`src/rtl/cache_def_pkg.sv`:
```
// cache_def_pkg: shared geometry, array/bus structs, FSM state codes and word-merge helper for dm_cache_ctrl
package cache_def_pkg;
  localparam int TAGMSB  = 31;
  localparam int TAGLSB  = 14;
  localparam int INDEX_W = 10;
  localparam int LINE_W  = 128;
  localparam int TAG_W   = TAGMSB - TAGLSB + 1;
  typedef logic [LINE_W-1:0] cache_data_type;
  typedef struct packed {
    logic [INDEX_W-1:0] index;
    logic               we;
  } cache_req_type;
  typedef struct packed {
    logic             valid;
    logic             dirty;
    logic [TAG_W-1:0] tag;
  } cache_tag_type;
  typedef struct packed {
    logic [31:0] addr;
    logic [31:0] data;
    logic        rw;
    logic        valid;
  } cpu_req_type;
  typedef struct packed {
    logic [31:0] data;
    logic        ready;
  } cpu_result_type;
  typedef struct packed {
    logic [31:0]    addr;
    cache_data_type data;
    logic           rw;
    logic           valid;
  } mem_req_type;
  typedef struct packed {
    cache_data_type data;
    logic           ready;
  } mem_data_type;
  typedef logic [1:0] state_t;
  localparam state_t IDLE        = 2'd0;
  localparam state_t COMPARE_TAG = 2'd1;
  localparam state_t WRITE_BACK  = 2'd2;
  localparam state_t ALLOCATE    = 2'd3;
  function automatic cache_data_type merge_word(input cache_data_type line, input logic [1:0] w,
                                                input logic [31:0] d);
    cache_data_type r;
    r = line;
    r[{w, 5'd0} +: 32] = d;
    return r;
  endfunction
endpackage

```
`src/rtl/dm_cache_ctrl.sv`:
```
// dm_cache_ctrl: write-back/write-allocate direct-mapped cache controller FSM (1024 x 128-bit lines)
//  cpu_*  : word request in (held until cpu_res_ready), one-cycle completion pulse + read word out
//  data_* : data array index/we, write line out, combinational read line in
//  tag_*  : tag array index/we, {valid,dirty,tag} out, combinational entry in
//  mem_*  : line fetch / write-back request out, one-cycle completion pulse + fetched line in
//  Define CACHE_STATS_EN to add saturating hit_cnt/miss_cnt outputs.
module dm_cache_ctrl
  import cache_def_pkg::*;
(
  input  logic           clk,
  input  logic           rst_n,
  input  logic           cpu_req_valid,
  input  logic           cpu_req_rw,
  input  logic [31:0]    cpu_req_addr,
  input  logic [31:0]    cpu_req_data,
  output logic           cpu_req_ready,
  output logic           cpu_res_ready,
  output logic [31:0]    cpu_res_data,
  output cache_req_type  data_req,
  output cache_data_type data_write,
  input  cache_data_type data_read,
  output cache_req_type  tag_req,
  output cache_tag_type  tag_write,
  input  cache_tag_type  tag_read,
  output logic           mem_req_valid,
  output logic           mem_req_rw,
  output logic [31:0]    mem_req_addr,
  output cache_data_type mem_req_data,
  input  logic           mem_resp_ready,
  input  cache_data_type mem_resp_data
`ifdef CACHE_STATS_EN
  ,
  output logic [31:0]    hit_cnt,
  output logic [31:0]    miss_cnt
`endif
);
  state_t           state_q, state_d;
  logic [31:0]      addr_q, addr_d, wdata_q, wdata_d, res_data_q, res_data_d;
  logic             rw_q, rw_d, res_ready_q, res_ready_d;
  logic [TAG_W-1:0] wb_tag_q, wb_tag_d;
  cache_data_type   wb_data_q, wb_data_d;
  logic             data_we, tag_we, hit;
  logic [TAG_W-1:0] req_tag;
  logic [INDEX_W-1:0] req_idx;
  logic [1:0]       req_word;
  assign req_tag  = addr_q[TAGMSB:TAGLSB];
  assign req_idx  = addr_q[TAGLSB-1 -: INDEX_W];
  assign req_word = addr_q[3:2];
  assign hit      = tag_read.valid && tag_read.tag == req_tag;
  always_comb begin
    state_d     = state_q;
    addr_d      = addr_q;
    wdata_d     = wdata_q;
    rw_d        = rw_q;
    res_ready_d = 1'b0;
    res_data_d  = res_data_q;
    wb_tag_d    = wb_tag_q;
    wb_data_d   = wb_data_q;
    data_we     = 1'b0;
    tag_we      = 1'b0;
    data_write  = mem_resp_data;
    tag_write   = '{valid: 1'b1, dirty: 1'b0, tag: req_tag};
    case (state_q)
      // the CPU still holds valid during the completion pulse; that cycle is not a new request
      IDLE: if (cpu_req_valid && !res_ready_q) begin
        addr_d  = cpu_req_addr;
        wdata_d = cpu_req_data;
        rw_d    = cpu_req_rw;
        state_d = COMPARE_TAG;
      end
      COMPARE_TAG: if (hit) begin
        res_ready_d = 1'b1;
        res_data_d  = data_read[{req_word, 5'd0} +: 32];
        state_d     = IDLE;
        if (rw_q) begin
          data_we    = 1'b1;
          data_write = merge_word(data_read, req_word, wdata_q);
          tag_we     = 1'b1;
          tag_write  = '{valid: 1'b1, dirty: 1'b1, tag: req_tag};
        end
      end else if (tag_read.valid && tag_read.dirty) begin
        wb_tag_d  = tag_read.tag;
        wb_data_d = data_read;
        state_d   = WRITE_BACK;
      end else begin
        state_d = ALLOCATE;
      end
      WRITE_BACK: state_d = mem_resp_ready ? ALLOCATE : WRITE_BACK;
      ALLOCATE: if (mem_resp_ready) begin
        data_we = 1'b1;
        tag_we  = 1'b1;
        state_d = COMPARE_TAG;
      end
      default: state_d = IDLE;
    endcase
  end
  always_ff @(posedge clk) begin
    if (!rst_n) begin
      state_q     <= IDLE;
      addr_q      <= '0;
      wdata_q     <= '0;
      rw_q        <= 1'b0;
      res_ready_q <= 1'b0;
      res_data_q  <= '0;
      wb_tag_q    <= '0;
      wb_data_q   <= '0;
    end else begin
      state_q     <= state_d;
      addr_q      <= addr_d;
      wdata_q     <= wdata_d;
      rw_q        <= rw_d;
      res_ready_q <= res_ready_d;
      res_data_q  <= res_data_d;
      wb_tag_q    <= wb_tag_d;
      wb_data_q   <= wb_data_d;
    end
  end
  // array writes are suppressed while reset is held so an aborted refill leaves the arrays untouched
  assign data_req      = '{index: req_idx, we: data_we && rst_n};
  assign tag_req       = '{index: req_idx, we: tag_we && rst_n};
  assign cpu_req_ready = state_q == IDLE;
  assign cpu_res_ready = res_ready_q;
  assign cpu_res_data  = res_data_q;
  assign mem_req_valid = state_q == WRITE_BACK || state_q == ALLOCATE;
  assign mem_req_rw    = state_q == WRITE_BACK;
  assign mem_req_addr  = mem_req_rw ? {wb_tag_q, req_idx, 4'h0} : {req_tag, req_idx, 4'h0};
  assign mem_req_data  = wb_data_q;
`ifdef CACHE_STATS_EN
  // refill marks the re-compare after ALLOCATE so each request is counted once
  logic [31:0] hit_cnt_q, hit_cnt_d, miss_cnt_q, miss_cnt_d;
  logic        refill_q, refill_d;
  always_comb begin
    refill_d   = state_q == ALLOCATE ? mem_resp_ready : state_q == COMPARE_TAG ? 1'b0 : refill_q;
    hit_cnt_d  = hit_cnt_q;
    miss_cnt_d = miss_cnt_q;
    if (state_q == COMPARE_TAG && !refill_q) begin
      hit_cnt_d  = hit && hit_cnt_q != '1 ? hit_cnt_q + 32'd1 : hit_cnt_q;
      miss_cnt_d = !hit && miss_cnt_q != '1 ? miss_cnt_q + 32'd1 : miss_cnt_q;
    end
  end
  always_ff @(posedge clk) begin
    if (!rst_n) begin
      hit_cnt_q  <= '0;
      miss_cnt_q <= '0;
      refill_q   <= 1'b0;
    end else begin
      hit_cnt_q  <= hit_cnt_d;
      miss_cnt_q <= miss_cnt_d;
      refill_q   <= refill_d;
    end
  end
  assign hit_cnt  = hit_cnt_q;
  assign miss_cnt = miss_cnt_q;
`endif
endmodule

```
`config.mk`:
```
export PLATFORM = sky130hd
export DESIGN_NAME = dm_cache_ctrl
export DESIGN_NICKNAME = d
export VERILOG_FILES = /design/src/rtl/cache_def_pkg.sv /design/src/rtl/dm_cache_ctrl.sv
export SDC_FILE = /design/constraint.sdc
export NUM_CORES = 1
export LEC_CHECK = 0
export BUFFER_PORTS_ARGS = -buffer_cell sky130_fd_sc_hd__buf_2
export CAP_MARGIN = 10
export CORE_AREA = 2 2 273 275
export CTS_CLUSTER_SIZE = 25
export DETAILED_ROUTE_END_ITERATION = 10
export DIE_AREA = 0 0 275 277
export PLACE_DENSITY = 0.53
export SYNTH_ARGS = -nofsm -noshare
export SYNTH_HDL_FRONTEND = slang
export SYNTH_SLANG_ARGS = --single-unit
```
`constraint.sdc`:
```
create_clock -name clk -period 6.1 [get_ports clk]
set_input_delay 0.305 -clock clk [delete_from_list [all_inputs] [get_ports clk]]
set_output_delay 0.305 -clock clk [all_outputs]
set_load 0.01 [all_outputs]
```
==> results.cfg, run 1 <==
[finish]
final_common_cell = buf_2
area_delta_synth_final_pct = 49.33
final-seq-area_um2 = 4892
fill_cells = 7930
layout_common_cells = buf_2 (702), nand2_1 (550), dfxtp_1 (242)
nNetsFinal = 2918
drive_gt1_share_pct = 34.20
multi_input_area_um2 = 7948

[clock_tree]
htreeDepth = 1
root_buffer = clkbuf_16
path_clk_slew_ns = 0.06
clock_path_buffers = 3
cts_resized = 0
cts_setup_buffers = 0
numCtsBuffers = 31
ctsHoldBuffers = 195
cts.sinks = 244
cts_tree = yes
clkLatencyLatePin_ns = 0.61

[place]
hpwl_um = 51890
portBuffers = 703
gp_congestion = 0.8201

[timing]
slew-limit-headroom_pct = 17.01
fmax_mhz = 214.4
drv_slew = 0
clock_skew_ns = 0.03608
tightest_slew_ns = 1.245
hold_viol = 0
period_minus_slack_ns = 4.663
fin_crit_sh_pct = 76.45
setup_tns_ns = 0
setup_violations = 0
rsz0062_at_grt = no

[pwr]
cellLeakagePower_nw = 10.55
peakVddDrop_v = 0.0002161
p_per_area_nw_per_um2 = 232.3
total_power_mw = 4.968

[detailed_routing]
via_count = 15610
via_per_inst = 4.384
wl_per_cell_um = 20.74
finalWirelength_um = 73840
drt_iter0_markers = 953
drt-pass1-iter-count = 5
postRouteAntennaNets = 0
drc_errors = 0

[grt]
grt_pass1_wl_um = 103200
grt_usage_pct = 18.40
grt_pass1_vias = 15230
antenna_found_initial = 6
grt_overflow_total = 0
grt_max_degree = 88

[synth]
ys_ff_latch = 244
syn_avg_cell_area_um2 = 7.985
ys_warn_count = 0
synthDistinctLibCells = 36
synth_area_um2 = 14320
seq_area_frac_synth_pct = 34.12
syn_inst = 1793

[floorplan]
ios = 711
chipHeight_um = 277
row_count = 100
die_area_um2 = 76180
dieWidth_um = 275
start_util_pct = 19.46
coreArea_um2 = 73570

[flow_run]
drv_cap = 0

[worst_setup_path]
cp-start-kind = primary input
critPathRequiredTime_ns = 5.79
path_class = in -> out
worst_setup_path_end_kind = output pin
arrival_ns = 4.36
path_max_fanout = 41

[hold_path]
min_path_type = in -> reg

[outcome]
status = finished clean
[cells in the mapped netlist]
cell type  instances  share of area (%)
conb_1             2              0.052
xnor2_1           18                1.1
nand4_1           37                1.6
nor4b_1            1              0.061
or4_1              1              0.052
a21oi_1           97                3.4
inv_1            134                3.5
nor2_1             3              0.079
nand3_1            1              0.035
clkbuf_1         103                2.7
buf_6             14                1.1
o211ai_1           1              0.052
nor2b_1            1              0.044
dfxtp_1          244                 34
a31oi_1            1              0.044
nor3_2             1              0.070
and3_1             1              0.044
nand2b_1           1              0.044
nand2_1          550                 14
buf_1              3              0.079
ha_1               9               0.79
a41oi_1            1              0.061
mux2_2            46                3.6
mux2i_1          146                 10
or2_2              2              0.087
mux4_2            32                5.0
nor3_1             4               0.14
and2_1             1              0.044
o21ai_0          162                5.7
buf_4             66                3.5
o2111ai_1          1              0.061
buf_2              6               0.21
mux2_1           100                7.9
inv_2              1              0.026
nor4bb_1           1              0.070
o21a_1             1              0.052
[path summary, 6_finish.rpt]
kind | cells after the start | slack [ns] | startpoint | to
max | 11 | 1.44 | tag_read[3] | data_write[70]
min reg2reg | 2 | 0.45 | mem_req_data[25]$_SDFFE_PN0P_ | mem_req_data[25]$_SDFFE_PN0P_
max reg2reg | 7 | 2.59 | addr_q[17]$_SDFFE_PN0P_ | mem_req_data[9]$_SDFFE_PN0P_
min | 3 | 0.03 | cpu_req_data[19] | wdata_q[19]$_SDFFE_PN0P_
[cell families (layout without fill, tap and decap cells)]
group | after synthesis | after routing | share of synthesized area [%]
xor+xnor | 18 | 18 | 1.101
fa+ha+maj | 9 | 9 | 0.7865
buf+inv | 327 | 1119 | 11.09
other cells | 2 | 8 | 0.05245
compound gates | 264 | 264 | 9.325
mux | 324 | 324 | 26.72
simple gates | 605 | 605 | 16.81
flops | 244 | 244 | 34.12
[metal layers]
layer / routed length, um / vias up / global-route usage, %
met2: 33920 / 678 / 29.85
met1: 31930 / 7402 / 24.12
met5: 16 / - / 0
met3: 5790 / 118 / 4.136
li1: - / 7406 / -
met4: 2183 / 2 / 5.641
[flip-flops by register name, summed over array words and instances, names as in the netlist]
name,flops
cpu_res_data,32
mem_req_data,128
rw_q,1
state_q,2
wdata_q,32
wb_tag_q,18
addr_q,30
cpu_res_ready,1
[report_power, final]
part | total, mW | internal, mW | switching (mW)
clock | 2.01 | 1.18 | 0.825
combinational | 1.19 | 0.486 | 0.701
sequential | 1.77 | 1.68 | 0.0919
[critical path: stages]
cell           delay [ns]
dlygate4sd3_1        0.54
buf_2                0.14
xnor2_1              0.21
nand4_1              0.24
or4_2                0.70
buf_4                0.34
nor3_4               0.26
buf_4                0.41
buf_4                0.53
mux2_1               0.42
buf_2                0.15
[area by class of cell]
class / count / area share [%]
Tap cell: 969 / 5.671
Sequential cell: 244 / 22.88
Multi-Input combinational cell: 1225 / 37.17
Clock buffer: 35 / 3.845
Timing Repair Buffer: 927 / 26.77
Clock inverter: 22 / 1.246
Inverter: 135 / 2.382
Antenna cell: 3 / 0.03511
[per-stage QoR]
| step | util [%] | instances | hold slack, ns | cell area, um2 | setup WS [ns] |
|---|---|---|---|---|---|
| after floorplan | - | 1796 | 0.4345 | 14330 | 3.303 |
| after global placement | 24.92 | 3305 | 0.4406 | 18330 | 2.028 |
| after detailed placement | 24.92 | 3305 | 0.4477 | 18330 | 1.989 |
| after CTS | 29.05 | 3557 | 0.001155 | 21370 | 1.399 |
| after global routing | 29.05 | 3557 | 0.01185 | 21370 | 1.220 |
| final | 29.06 | 3560 | 0.02848 | 21380 | 1.437 |
No activity file was read; power rests on OpenSTA's default activity.
==> run 2, diff against run 1 <==
--- a/config.mk
+++ b/config.mk
@@ -5,13 +5,14 @@
 export SDC_FILE = /design/constraint.sdc
 export NUM_CORES = 1
 export LEC_CHECK = 0
+export ABC_AREA = 1
 export BUFFER_PORTS_ARGS = -buffer_cell sky130_fd_sc_hd__buf_2
 export CAP_MARGIN = 10
-export CORE_AREA = 2 2 273 275
+export CORE_AREA = 2 2 280 282
 export CTS_CLUSTER_SIZE = 25
 export DETAILED_ROUTE_END_ITERATION = 10
-export DIE_AREA = 0 0 275 277
-export PLACE_DENSITY = 0.53
+export DIE_AREA = 0 0 282 284
+export PLACE_DENSITY = 0.52
 export SYNTH_ARGS = -nofsm -noshare
 export SYNTH_HDL_FRONTEND = slang
 export SYNTH_SLANG_ARGS = --single-unit
==> constraint.sdc (replaced) <==
create_clock -name clk -period 4.8 [get_ports clk]
set_input_delay 0.24 -clock clk [delete_from_list [all_inputs] [get_ports clk]]
set_output_delay 0.24 -clock clk [all_outputs]
set_load 0.01 [all_outputs]
==> run 2 against run 1 <==
Against the previous run: routed wire length up 26%; largest cell class unchanged; cell count rose by 17%; critical path type is now reg -> out; register-to-register slack worse by 0.87 ns; critical endpoint is now data_write[7]; core utilization decreased by 0.75 points; clock-buffer cell count is 16 higher; combinational power grew 66%; highest routed layer is now met4; hold slack got worse by 0.0094 ns; sequential power increased by 28%; via count up 25%.
==> results.cfg, run 2 <==
[outcome]
status = finished clean

[timing]
setup_tns_ns = 0
rsz0062_at_grt = no
slew-limit-headroom_pct = 33.02
period_minus_slack_ns = 4.109
fin_crit_sh_pct = 85.60
hold_viol = 0
drv_slew = 0
setup_violations = 0
fmax_mhz = 243.4
clock_skew_ns = 0.01745
tightest_slew_ns = 1.005

[finish]
multi_input_area_um2 = 7647
final_common_cell = buf_2
nNetsFinal = 3459
area_delta_synth_final_pct = 44.35
fill_cells = 8732
drive_gt1_share_pct = 25.92
layout_common_cells = buf_2 (702), nand2_1 (606), inv_1 (345)
finalNonFillerCells = 4176
final-seq-area_um2 = 4887
fin_area_um2 = 21790
largest_reg_flops = 128

[grt]
grt_pass1_vias = 18200
antenna_found_initial = 12
grt_usage_pct = 22.22
grt_pass1_wl_um = 130000
grt_overflow_total = 0
grt_max_degree = 88

[clock_tree]
cts.sinks = 244
cts_tree = yes
root_buffer = clkbuf_16
clkLatencyLatePin_ns = 0.55
cts_resized = 0
numCtsBuffers = 34
htreeDepth = 2
path_clk_slew_ns = 0.06
clock_path_buffers = 3
cts_setup_buffers = 0

[detailed_routing]
drc_errors = 0
finalWirelength_um = 93320
drt-pass1-iter-count = 6
via_count = 19500
postRouteAntennaNets = 0
drt_iter0_markers = 1427
via_per_inst = 4.670
wl_per_cell_um = 22.35

[flow_run]
drv_cap = 0

[worst_setup_path]
crit_start = addr_q[2]$_SDFFE_PN0P_
arrival_ns = 3.87
ff2ff_path_depth = 11
path_class = reg -> out
path_max_fanout = 83
slowest_delay_ns = 0.88
endpoint = data_write[7]
crit_chain = inv_4 -> buf_4 -> nand3_2 -> o22ai_1 -> inv_1 -> nand2_1 -> nand2_1 -> inv_1 -> buf_2
cp-start-kind = register
cpMaxStageDelayCell = nand3_2
r2r_slack_ns = 1.72
reg2reg_from = addr_q[17]$_SDFFE_PN0P_
critPathRequiredTime_ns = 4.56
worst_setup_path_end_kind = output pin
worstReg2RegEnd = mem_req_data[107]$_SDFFE_PN0P_

[synth]
synthDominantCellAreaShare_pct = 32.36
seq_area_frac_synth_pct = 32.36
synthDistinctLibCells = 30
synth_top_cell_by_area = dfxtp_1
synthTopCellsByCount = nand2_1 (608), inv_1 (347), o21ai_0 (246)
syn_inst = 2431
synthFlopType = dfxtp_1
synth.area.top_cells = dfxtp_1 (32%), nand2_1 (15%), inv_1 (8.6%)
synth_area_um2 = 15090
ys_async_sr_fraction_pct = 0
synth-edff-count = 0
synth_most_common_cell = nand2_1
syn_avg_cell_area_um2 = 6.209
ys_ff_latch = 244
ys_warn_count = 0

[floorplan]
chipHeight_um = 284
ios = 711
start_util_pct = 19.61
row_count = 102
coreArea_um2 = 76960
die_area_um2 = 80090
dieWidth_um = 282

[hold_path]
min_path_type = in -> reg
hold_path_startpoint = data_read[88]

[pwr]
cellLeakagePower_nw = 10.76
p_per_area_nw_per_um2 = 323.4
peakVddDrop_v = 0.0002257

[place]
portBuffers = 703
dpl.cell_count = 3950
hpwl_um = 70600
gp_congestion = 0.8817
post_dp_cell_area_um2 = 18970
run 2: cell count changes after synthesis, moves of 39 or more:
cell | previous run | this run
o21ai_0 | 162 | 246
nand2_1 | 550 | 608
inv_1 | 134 | 347
nand4_1 | 37 | 153
a22oi_1 | 0 | 64
buf_1 | 3 | 42
a21oi_1 | 97 | 245
mux2i_1 | 146 | 0
mux2_2 | 46 | 0
nor2_1 | 3 | 118
mux2_1 | 100 | 0
run 2: layout make-up:
type | count | area share (%)
flip-flops and latches | 244 | 22.43
multi-input cells | 1574 | 35.10
clock inverters | 9 | 0.7121
clock buffers | 51 | 4.813
well taps | 1040 | 5.973
inverters | 357 | 6.208
diodes | 7 | 0.08040
repair buffers | 894 | 24.68
run 2: what timing repair did:
item / in CTS / in global routing
hold buffers: 159 / 0
setup endpoints to repair: 0 / 0
hold endpoints to repair: 159 / 0
run 2: cell families after synthesis:
group,Yosys count,synth area share [%]
flops,244,32.36
fa+ha+maj,9,0.7461
buf+inv,616,17.57
compound gates,621,22.73
other cells,2,0.04976
simple gates,937,26.42
xor+xnor,2,0.1161
run 2: stage by stage:
step                hold WS, ns  setup WS [ns]  power [mW]  utilization (%)
global placement         0.4464          1.175       4.156            24.66
global route           0.004821         0.3909       7.355            28.30
floorplan                0.4031          2.240       3.305                -
detailed placement       0.4508          1.152       4.161            24.66
finish                  0.01905         0.6914       7.046            28.31
CTS                   0.0006121         0.5436       7.103            28.29
run 2: worst min path at each step:
| stage | endpoint | slack (ns) | cells after the start |
|---|---|---|---|
| floorplan | state_q[0]$_SDFFE_PN0P_ | 0.40 | 2 |
| global placement | mem_req_data[59]$_SDFFE_PN0P_ | 0.45 | 2 |
| detailed placement | mem_req_data[113]$_SDFFE_PN0P_ | 0.45 | 2 |
| CTS | mem_req_data[37]$_SDFFE_PN0P_ | 0.0006 | 3 |
| global route | mem_req_data[26]$_SDFFE_PN0P_ | 0.005 | 3 |
| finish | mem_req_data[88]$_SDFFE_PN0P_ | 0.02 | 3 |
run 2: routing by layer:
layer | wire length, um | vias up | track usage, % | part of all wire [%]
li1 | - | 9259 | - | -
met1 | 41550 | 9271 | 29.85 | 45
met2 | 42730 | 850 | 35.98 | 46
met3 | 6684 | 123 | 4.339 | 7.2
met4 | 2353 | 0 | 6.011 | 2.5
met5 | 0 | - | 0 | 0
run 2: worst max-delay path: cells and delay by family (launching register included):
| kind | cells | cell delay (ns) |
|---|---|---|
| buffers and inverters | 5 | 1.36 |
| AND/OR/NAND/NOR | 3 | 1.02 |
| AO/OA/AOI/OAI | 1 | 0.54 |
| flip-flops | 1 | 0.33 |
run 2: where the power goes:
part	leakage, nW	internal, mW	switching, mW
sequential	1.99	2.15	0.112
clock	0.588	1.73	1.08
combinational	8.19	0.635	1.35
